`src/rtl/eth_pkg.sv`:
```
// Shared Ethernet definitions: framing constants, CRC32 constants and the
// receive parser state encoding.
package eth_pkg;

  localparam logic [7:0]  PREAMBLE_BYTE = 8'h55;
  localparam logic [7:0]  SFD_BYTE      = 8'hD5;
  localparam logic [31:0] CRC_INIT      = 32'hFFFF_FFFF;
  localparam logic [31:0] CRC_RESIDUE   = 32'hDEBB_20E3;
  localparam logic [31:0] CRC_POLY_REFL = 32'hEDB8_8320;
  localparam logic [47:0] BCAST_MAC     = 48'hFFFF_FFFF_FFFF;
  localparam int          HDR_BYTES     = 14;
  localparam int          FCS_BYTES     = 4;

  typedef enum logic [2:0] {
    IDLE,
    PRE,
    HDR,
    PAY,
    END,
    DROP
  } rx_state_t;

endpackage

```
`src/rtl/eth_crc32_d8.sv`:
```
// Combinational one-byte step of the reflected (LSB-first) CRC32 used for the
// Ethernet FCS; shared by the receive checker and the transmit generator.
module eth_crc32_d8
  import eth_pkg::*;
(
  input  logic [31:0] crc_in,
  input  logic [7:0]  data,
  output logic [31:0] crc_out
);

  logic [31:0] c;

  always_comb begin
    c = crc_in;
    for (int i = 0; i < 8; i++) begin
      if (c[0] ^ data[i]) begin
        c = (c >> 1) ^ CRC_POLY_REFL;
      end else begin
        c = c >> 1;
      end
    end
    crc_out = c;
  end

endmodule

```
`src/rtl/eth_rx_frame_parser.sv`:
```
// GMII receive parser: strips preamble/SFD, filters on destination MAC,
// extracts header fields, strips the FCS and issues a per-frame verdict.
module eth_rx_frame_parser
  import eth_pkg::*;
#(
  parameter int MIN_FRAME = 64,
  parameter int MAX_FRAME = 1518,
  parameter bit CHECK_MAC = 1'b1
) (
  input  logic        clk,
  input  logic        rst_n,
  input  logic        rx_dv,
  input  logic [7:0]  rxd,
  input  logic [47:0] local_mac,
  output logic        payload_valid,
  output logic [7:0]  payload_data,
  output logic        payload_sof,
  output logic        payload_eof,
  output logic        frame_done,
  output logic        frame_good,
  output logic [47:0] src_mac,
  output logic [15:0] eth_type,
  output logic [15:0] good_cnt,
  output logic [15:0] err_cnt
);

  localparam logic [10:0] LEN_SAT   = 11'(MAX_FRAME + 1);
  localparam logic [10:0] LEN_MIN   = 11'(MIN_FRAME);
  localparam logic [10:0] LEN_MAX   = 11'(MAX_FRAME);
  localparam logic [10:0] DEST_LAST = 11'd5;
  localparam logic [10:0] HDR_LAST  = 11'(HDR_BYTES - 1);
  localparam logic [2:0]  LINE_FULL = 3'(FCS_BYTES);

  rx_state_t                   state_reg;
  logic [2:0]                  pre_cnt_reg;
  logic [10:0]                 len_reg;
  logic [31:0]                 crc_reg;
  logic [55:0]                 hdr_sr_reg;
  logic [FCS_BYTES-1:0][7:0]   dline_reg;
  logic [2:0]                  dfill_reg;
  logic                        sof_pend_reg;

  logic [31:0] crc_next;
  logic [10:0] len_next;
  logic [47:0] dest_now;
  logic [63:0] hdr_tail;
  logic        dest_ok;
  logic        len_ok;
  logic        crc_ok;

  eth_crc32_d8 u_crc (
    .crc_in  (crc_reg),
    .data    (rxd),
    .crc_out (crc_next)
  );

  // The length counter saturates one past the maximum so an oversize frame
  // stays flagged however long it runs.
  assign len_next = (len_reg == LEN_SAT) ? LEN_SAT : len_reg + 11'd1;
  assign hdr_tail = {hdr_sr_reg, rxd};
  assign dest_now = {hdr_sr_reg[39:0], rxd};
  assign dest_ok  = !CHECK_MAC || (dest_now == local_mac) || (dest_now == BCAST_MAC);
  assign len_ok   = (len_reg >= LEN_MIN) && (len_reg <= LEN_MAX);
  assign crc_ok   = (crc_reg == CRC_RESIDUE);

  always_ff @(posedge clk or negedge rst_n) begin
    if (!rst_n) begin
      state_reg     <= IDLE;
      pre_cnt_reg   <= '0;
      len_reg       <= '0;
      crc_reg       <= '0;
      hdr_sr_reg    <= '0;
      dline_reg     <= '0;
      dfill_reg     <= '0;
      sof_pend_reg  <= 1'b0;
      payload_valid <= 1'b0;
      payload_data  <= '0;
      payload_sof   <= 1'b0;
      payload_eof   <= 1'b0;
      frame_done    <= 1'b0;
      frame_good    <= 1'b0;
      src_mac       <= '0;
      eth_type      <= '0;
      good_cnt      <= '0;
      err_cnt       <= '0;
    end else begin
      payload_valid <= 1'b0;
      payload_sof   <= 1'b0;
      payload_eof   <= 1'b0;
      frame_done    <= 1'b0;
      frame_good    <= 1'b0;
      case (state_reg)
        // END shares the start-of-frame decode so back-to-back bytes are not lost.
        IDLE, END: begin
          if (rx_dv) begin
            if (rxd == PREAMBLE_BYTE) begin
              state_reg   <= PRE;
              pre_cnt_reg <= 3'd1;
            end else begin
              state_reg <= DROP;
              err_cnt   <= err_cnt + 16'd1;
            end
          end else begin
            state_reg <= IDLE;
          end
        end
        PRE: begin
          if (!rx_dv) begin
            state_reg <= IDLE;
          end else if (rxd == PREAMBLE_BYTE) begin
            if (pre_cnt_reg == 3'd7) begin
              state_reg <= DROP;
              err_cnt   <= err_cnt + 16'd1;
            end else begin
              pre_cnt_reg <= pre_cnt_reg + 3'd1;
            end
          end else if (rxd == SFD_BYTE) begin
            state_reg <= HDR;
            crc_reg   <= CRC_INIT;
            len_reg   <= '0;
          end else begin
            state_reg <= DROP;
            err_cnt   <= err_cnt + 16'd1;
          end
        end
        HDR: begin
          if (!rx_dv) begin
            state_reg   <= END;
            frame_done  <= 1'b1;
            payload_eof <= 1'b1;
            err_cnt     <= err_cnt + 16'd1;
          end else begin
            crc_reg    <= crc_next;
            len_reg    <= len_next;
            hdr_sr_reg <= hdr_tail[55:0];
            if (len_reg == DEST_LAST && !dest_ok) begin
              state_reg <= DROP;
            end else if (len_reg == HDR_LAST) begin
              src_mac      <= hdr_tail[63:16];
              eth_type     <= hdr_tail[15:0];
              state_reg    <= PAY;
              dfill_reg    <= '0;
              sof_pend_reg <= 1'b1;
            end
          end
        end
        PAY: begin
          if (!rx_dv) begin
            state_reg   <= END;
            frame_done  <= 1'b1;
            payload_eof <= 1'b1;
            if (crc_ok && len_ok) begin
              frame_good <= 1'b1;
              good_cnt   <= good_cnt + 16'd1;
            end else begin
              err_cnt <= err_cnt + 16'd1;
            end
          end else begin
            crc_reg   <= crc_next;
            len_reg   <= len_next;
            dline_reg <= {dline_reg[FCS_BYTES-2:0], rxd};
            // The newest four bytes are always withheld: they may be the FCS.
            if (dfill_reg != LINE_FULL) begin
              dfill_reg <= dfill_reg + 3'd1;
            end else if (len_next != LEN_SAT) begin
              payload_valid <= 1'b1;
              payload_data  <= dline_reg[FCS_BYTES-1];
              payload_sof   <= sof_pend_reg;
              sof_pend_reg  <= 1'b0;
            end
          end
        end
        DROP: begin
          if (!rx_dv) begin
            state_reg <= IDLE;
          end
        end
        default: state_reg <= IDLE;
      endcase
    end
  end

endmodule

```
`config.mk`:
```
export PLATFORM = sky130hd
export DESIGN_NAME = eth_rx_frame_parser
export DESIGN_NICKNAME = d
export VERILOG_FILES = /design/src/rtl/eth_pkg.sv /design/src/rtl/eth_crc32_d8.sv /design/src/rtl/eth_rx_frame_parser.sv
export SDC_FILE = /design/constraint.sdc
export NUM_CORES = 1
export LEC_CHECK = 0
export CORE_UTILIZATION = 30
export DETAILED_ROUTE_END_ITERATION = 8
export GPL_ROUTABILITY_DRIVEN = 1
export PLACE_DENSITY = 0.49
export REMOVE_ABC_BUFFERS = 1
export SLEW_MARGIN = 20
export SYNTH_ARGS = -nofsm -noshare
export SYNTH_HDL_FRONTEND = slang
export SYNTH_HIERARCHICAL = 1
export SYNTH_SLANG_ARGS = --single-unit
```
`constraint.sdc`:
```
create_clock -name clk -period 2.8 [get_ports clk]
set_input_delay 0.28 -clock clk [delete_from_list [all_inputs] [get_ports clk]]
set_output_delay 0.28 -clock clk [all_outputs]
set_load 0.05 [all_outputs]
```
======== Word-level counts from Yosys, hierarchy flattened ========
Cells that the tools add are included.
storage, ports and cells
  input bits .............................. 59
  register bits after elaboration ......... 249
cells by class
  mux-type cells .......................... 73
  reduce and logical (&&, ||, !) cells .... 23
  $add $sub $neg .......................... 5
  equal/unequal tests ..................... 40
  bitwise logic cells ..................... 19
  order comparisons ....................... 2
operators with widths
  operator                 number
  $mux W32                 12
  $mux W16                 9
  $not A13 Y14             8
  $pmux W16 S4             1
  $pmux W32 S2             1
  $mux W3                  21
  $mux W11                 5
  $eq A48 B48 Y1           1
  $eq A48 B48 Y1 const B   1
  $ne A2 B2 Y1 const B     19
  $add A16 B1 Y16 const B  2
  $eq A32 B32 Y1 const B   1
  $pmux W11 S2             1
  $mux W1                  19
  $pmux W3 S5              1
  $pmux W3 S2              2
  $reduce_and A4 Y1        3
  $reduce_and A6 Y1        2
  $add A11 B1 Y11 const B  1
  $eq A11 B11 Y1 const B   1
  $eq A11 B3 Y1 const B    1
  $eq A11 B4 Y1 const B    1
  $ge A11 B7 Y1 const B    1
  $le A11 B11 Y1 const B   1
  25 further kinds         47

======== Depth between registers and ports, before layout ========
Gate-level depths: netlist (run 1).
  word-level depth ........................ 18
  gate-level depth with buffers ........... 9

======== Modules after synthesis ========
The synthesis (run 1) kept the hierarchy.
modules (own cells, without submodules)
  module               times used  area an instance (um^2)  cells each  seq. area each (um^2)
  eth_rx_frame_parser  1           10951.8                  874         6231.0
  eth_crc32_d8         1           769.5                    70          0.0

======== Worst setup path before layout (run 1) ========
Ideal clock, no wire load.
  path kind ............................... register to register
  from .................................... reg len_reg[0]
  to ...................................... reg payload_data[0]
  setup slack ............................. 530 ps
  stages on the path, launching flop included .. 8
  required time ........................... 2675 ps
  data arrival time ....................... 2146 ps
  setup time .............................. 125 ps
  cells stage by stage .................... dfrtp_1 -> ha_1 -> and3_4 -> and4_1 -> nand2_4 -> xor2_1 -> o41ai_4 -> mux2_2
on the way
  cells in the longest elaborated chain, start to end .. 4
  elaborated cells between the ends (all ways) .. 5
  those cells by class .................... 1 x add/sub; 2 x eq/ne; 1 x mux; 1 x reduce/logical
ends and longest elaborated chain
  element                                                   RTL line                    text
  start, declared                                           eth_rx_frame_parser.sv:36   logic [10:0] len_reg;
  start signal, assigned                                    eth_rx_frame_parser.sv:134  len_reg <= len_next;
  start signal, assigned                                    eth_rx_frame_parser.sv:160  len_reg <= len_next;
  $add A11 B1 Y11 / $eq A11 B11 Y1 (equally long branches)  eth_rx_frame_parser.sv:59   assign len_next = (len_reg == LEN_SAT) ? LEN_SAT : len_reg + 11'd1;
  $mux W11 (*)                                              eth_rx_frame_parser.sv:59
  $ne A11 B11 Y1 (*)                                        eth_rx_frame_parser.sv:165  end else if (len_next != LEN_SAT) begin
  $reduce_and A4 Y1 (no line) (*)                           -
  end signal, assigned                                      eth_rx_frame_parser.sv:167  payload_data <= dline_reg[FCS_BYTES-1];
  end, declared                                             eth_rx_frame_parser.sv:16   output logic [7:0] payload_data,
Every way passes the cells marked *; elsewhere a longest branch is shown, timed or not.
A chain may end at the register's enable or synchronous reset.

======== Worst setup path after layout (run 1) ========
  from .................................... reg state_reg[1]
  to ...................................... reg hdr_sr_reg[47]
on the way
  cells in the longest elaborated chain, start to end .. 2
ends and longest elaborated chain
  element                      RTL line                    text
  start, declared              eth_rx_frame_parser.sv:34   rx_state_t state_reg;
  start signal, assigned       eth_rx_frame_parser.sv:68   state_reg <= IDLE;
  start signal, assigned       eth_rx_frame_parser.sv:97   state_reg <= PRE;
  start signal, assigned       eth_rx_frame_parser.sv:100  state_reg <= DROP;
  $eq A3 B2 Y1                 eth_rx_frame_parser.sv:92   case (state_reg)
  $reduce_and A2 Y1 (no line)  -
  end signal, assigned         eth_rx_frame_parser.sv:135  hdr_sr_reg <= hdr_tail[55:0];
  end, declared                eth_rx_frame_parser.sv:38   logic [55:0] hdr_sr_reg;
Every way passes these cells.

==> results of run 1 <==
==> per-layer routing <==
layer	wire (µm)	track usage	vias to the layer above
met5	38	0	-
met4	600	0.0390	6
met3	2030	0.0425	42
met2	13900	0.244	167
met1	14000	0.212	3911
li1	-	-	3735
==> final cells by class <==
| cell class | instances | area, µm² | share of cell area |
|---|---|---|---|
| sequential | 249 | 6230 | 0.405 |
| multi-input combinational | 615 | 5170 | 0.336 |
| timing repair buffer | 217 | 2130 | 0.138 |
| clock buffer | 41 | 863 | 0.0561 |
| tap | 518 | 648 | 0.0421 |
| clock inverter | 13 | 194 | 0.0126 |
| inverter | 43 | 161 | 0.0105 |
==> Yosys cell counts (2+ instances only) <==
library cell / instances
a21oi_1: 7
a221oi_1: 2
a31oi_1: 36
and2_1: 3
and3_1: 10
and3b_1: 2
and4_1: 4
and4_2: 2
buf_1: 5
buf_2: 20
buf_4: 2
clkbuf_1: 8
dfrtp_1: 249
ha_1: 9
inv_1: 43
mux2_2: 164
mux2i_1: 3
nand2_1: 40
nand2b_1: 3
nand3_1: 15
nand4_1: 37
nand4b_1: 4
nor2_1: 52
nor3_1: 8
nor3b_1: 2
nor4_1: 6
o211ai_1: 3
o21a_1: 3
o21ai_0: 17
o2bb2ai_1: 2
o31ai_1: 2
or3_1: 2
xnor2_1: 113
xnor2_2: 5
xor2_1: 22
xor2_2: 5
xor3_1: 2
==> worst max-delay path by stage <==
stage / start / to / slack (ns) / depth (start not counted)
final: state_reg[1] / hdr_sr_reg[47] / 0.35 / 5
after global routing: state_reg[1] / hdr_sr_reg[6] / 0.15 / 5
after CTS: state_reg[1] / hdr_sr_reg[6] / 0.33 / 5
after detailed placement: rxd[7] / sof_pend_reg / -0.03 / 9
after global placement: rxd[7] / sof_pend_reg / 0.04 / 9
after floorplan: state_reg[1] / eth_type[0] / -4.30 / 5
==> where the power goes <==
group          internal, mW  total [mW]  switching [mW]  leakage (nW)
sequential             3.68        3.81           0.129          3.43
clock                  2.60        4.11            1.52         0.526
combinational         0.559        1.24           0.682          3.07
==> worst reg2reg max path, cell delays in order, from the launching register on <==
cell and delay (ns):
dfrtp_1 0.61, nor2b_1 0.45, nand2_1 0.28, nor2_4 0.23, buf_4 0.35, mux2_2 0.39
==> logic make-up (layout without fill, tap and decap cells) <==
family,count (synthesis),after routing
flip-flops,249,249
adder cells (fa/ha/maj),9,9
XOR/XNOR,150,150
AND/OR/NAND/NOR,206,206
AO/OA/AOI/OAI,83,83
buffers and inverters,80,314
multiplexers,167,167
==> per-stage QoR <==
stage	setup TNS, ns	setup WS [ns]	utilization	hold slack (ns)	instances
2_1_floorplan	-390.49	-4.30	-	-0.0156	907
3_3_place_gp	0	0.0448	0.372	0.133	1641
3_5_place_dp	-0.0336	-0.0336	0.372	0.134	1641
4_1_cts	0	0.331	0.399	0.148	1696
5_1_grt	0	0.153	0.399	0.170	1696
6_report	0	0.351	0.399	0.162	1696
==> metrics.md, run 1 <==
| Metric | Value |
|---|---|
| Status | finished clean |
| Layout Area Growth over Synthesis | 31.4% |
| CP bufs+invs | 1 |
| Most frequent cells in the layout | dfrtp_1, clkdlybuf4s50_1, mux2_2 |
| Detailed-route via count | roughly 7,900 |
| Yosys top cell by area | dfrtp_1 |
| Post-synth top area share | 0.532 |
| Placement Rows | between 70 and 80 |
| DP HPWL | ~22,000 µm |
| WP data required | approximately 3.2 ns |
| 1st-iter DRT viols | roughly 310 |
| Max_slew headroom | 0.597 |
| Worst Path Max Fanout | 21 |
| Hold bufs inserted after CTS | 1 |
| GPL Wtd Cong | roughly 0.78 |
| Tot GR Track Use | 0.156 |
| Post-synthesis compound-gate area fraction | 0.0471 |
| Power, Total | around 9 mW |
| Mapped cell area | about 12,000 µm² |
| Worst Max-Slew Pin Slew | 0.604 ns |
| Pwr dens | around 600 nW/µm² |
| Main combinational cell family by area after synthesis | multiplexers |
| WL/cell | roughly 18 µm |
| R2r setup slk | around 0.35 ns |
| Commonest non-fill, non-tap cell in the layout | dfrtp_1 |
| Fin nets | roughly 1,200 |
| Asr flop ratio synth | 1.00 |
| Number of global-route vias before repair | 8,119 |
| CP Launch Type | register |
| EDFF count, synth | 0 |
| Post-Route WL | about 30,000 µm |
| Static Leak | about 7 nW |
| Largest net degree at the start of global routing | roughly 100 |
| Initial Util | 0.304 |
| Min Tclk post-route | about 2.4 ns |
| Setup bufs post-CTS | 0 |
| Xor and xnor area share after synthesis | 0.125 |
| FF-to-FF End | hdr_sr_reg[47] |
| Seq/Total Area, Yosys | 0.532 |
| Layout fillers | between 3,000 and 4,000 |
| 1st-pass router iterations | 4 |
| Post-synthesis simple-gate area fraction | 0.0974 |
| Worst Hold Class | in -> async |
| Core box area | about 39,000 µm² |
| Die H | approximately 200 µm |
| Post-Synth Adder-Cell Area | 0.00961 |
| Post-Synthesis Cells | between 900 and 1,000 |
| Num ports | 168 |
| Max reg flops | 56 |
| Reg2reg path depth | 5 |
| Max cap viols | 0 |
| Clk slew on worst S/H paths | around 0.060 ns |
| Antenna violations before repair | 3 |
| RSZ-0062 raised after global routing | false |
| Largest cells by area after synthesis | dfrtp_1, mux2_2, xnor2_1 |
| RR Startpoint | state_reg[1] |
| Mux cell area share after synthesis | 0.160 |
| Crit end category | register |
| DP Area | 14,300 µm² |
| Final worst path period share | 0.875 |
| H-Tree Depth | 1 |
| VDD IR max | ~420 µV |
| Die Width | between 150 and 200 µm |
| Crit path max-delay family | simple AND/OR/NAND/NOR gates |
| Synthesis-stage register bit count | 249 |
| Crit path cell chain | nor2b_1 -> nand2_1 -> nor2_4 -> buf_4 -> mux2_2 |
| Max Root-Sink Buffers | 3 |
| Share of layout cells above drive strength 1 | 0.247 |
| Root Buffer | clkbuf_16 |
| Port buffer count | ~170 |
| Synth unique cells | 69 |
| Worst Path Class, Setup | reg -> reg |
| Finished layout cell area | 15,400 µm² |
| Mapped Avg Cell Area | roughly 12 µm² |
| Synthesis Warnings | 6 |
| First-pass GRT wire length | 48,000 µm |
| GRT overflow | 0 |
| Antenna Violating Nets Remaining | 0 |
| Drt drc | 0 |
| Crit path DAT | ~2.9 ns |
| Cts repair resizes | 0 |
| Crit-path max cell delay | roughly 0.61 ns |
| CTS tree | built |
| Achievable Freq | 408 MHz |
| Top FF cell, synth | dfrtp_1 |
| Ant diodes | 0 |
| Final hold violation count | 0 |
| CTS Buf Count | 30 |
| Cell with the largest stage delay on the worst path | dfrtp_1 |
| Fin. max-slew vios | 0 |
| Clk_skew | between 0.015 and 0.02 ns |
| Clk_lat worst skew | 0.56 ns |
| Vias per cell | roughly 4.6 |
| Clock sinks | between 200 and 250 |
| # setup viols final | 0 |
| Die ar. | ~40,000 µm² |
No activity file was read; power rests on OpenSTA's default activity.
==> inputs of run 2 (changes only) <==
Settings changed: CTS_CLUSTER_DIAMETER set to 150.
==> results of run 2 <==
No change in the layout: final DEF, timing and power equal those of run 1.
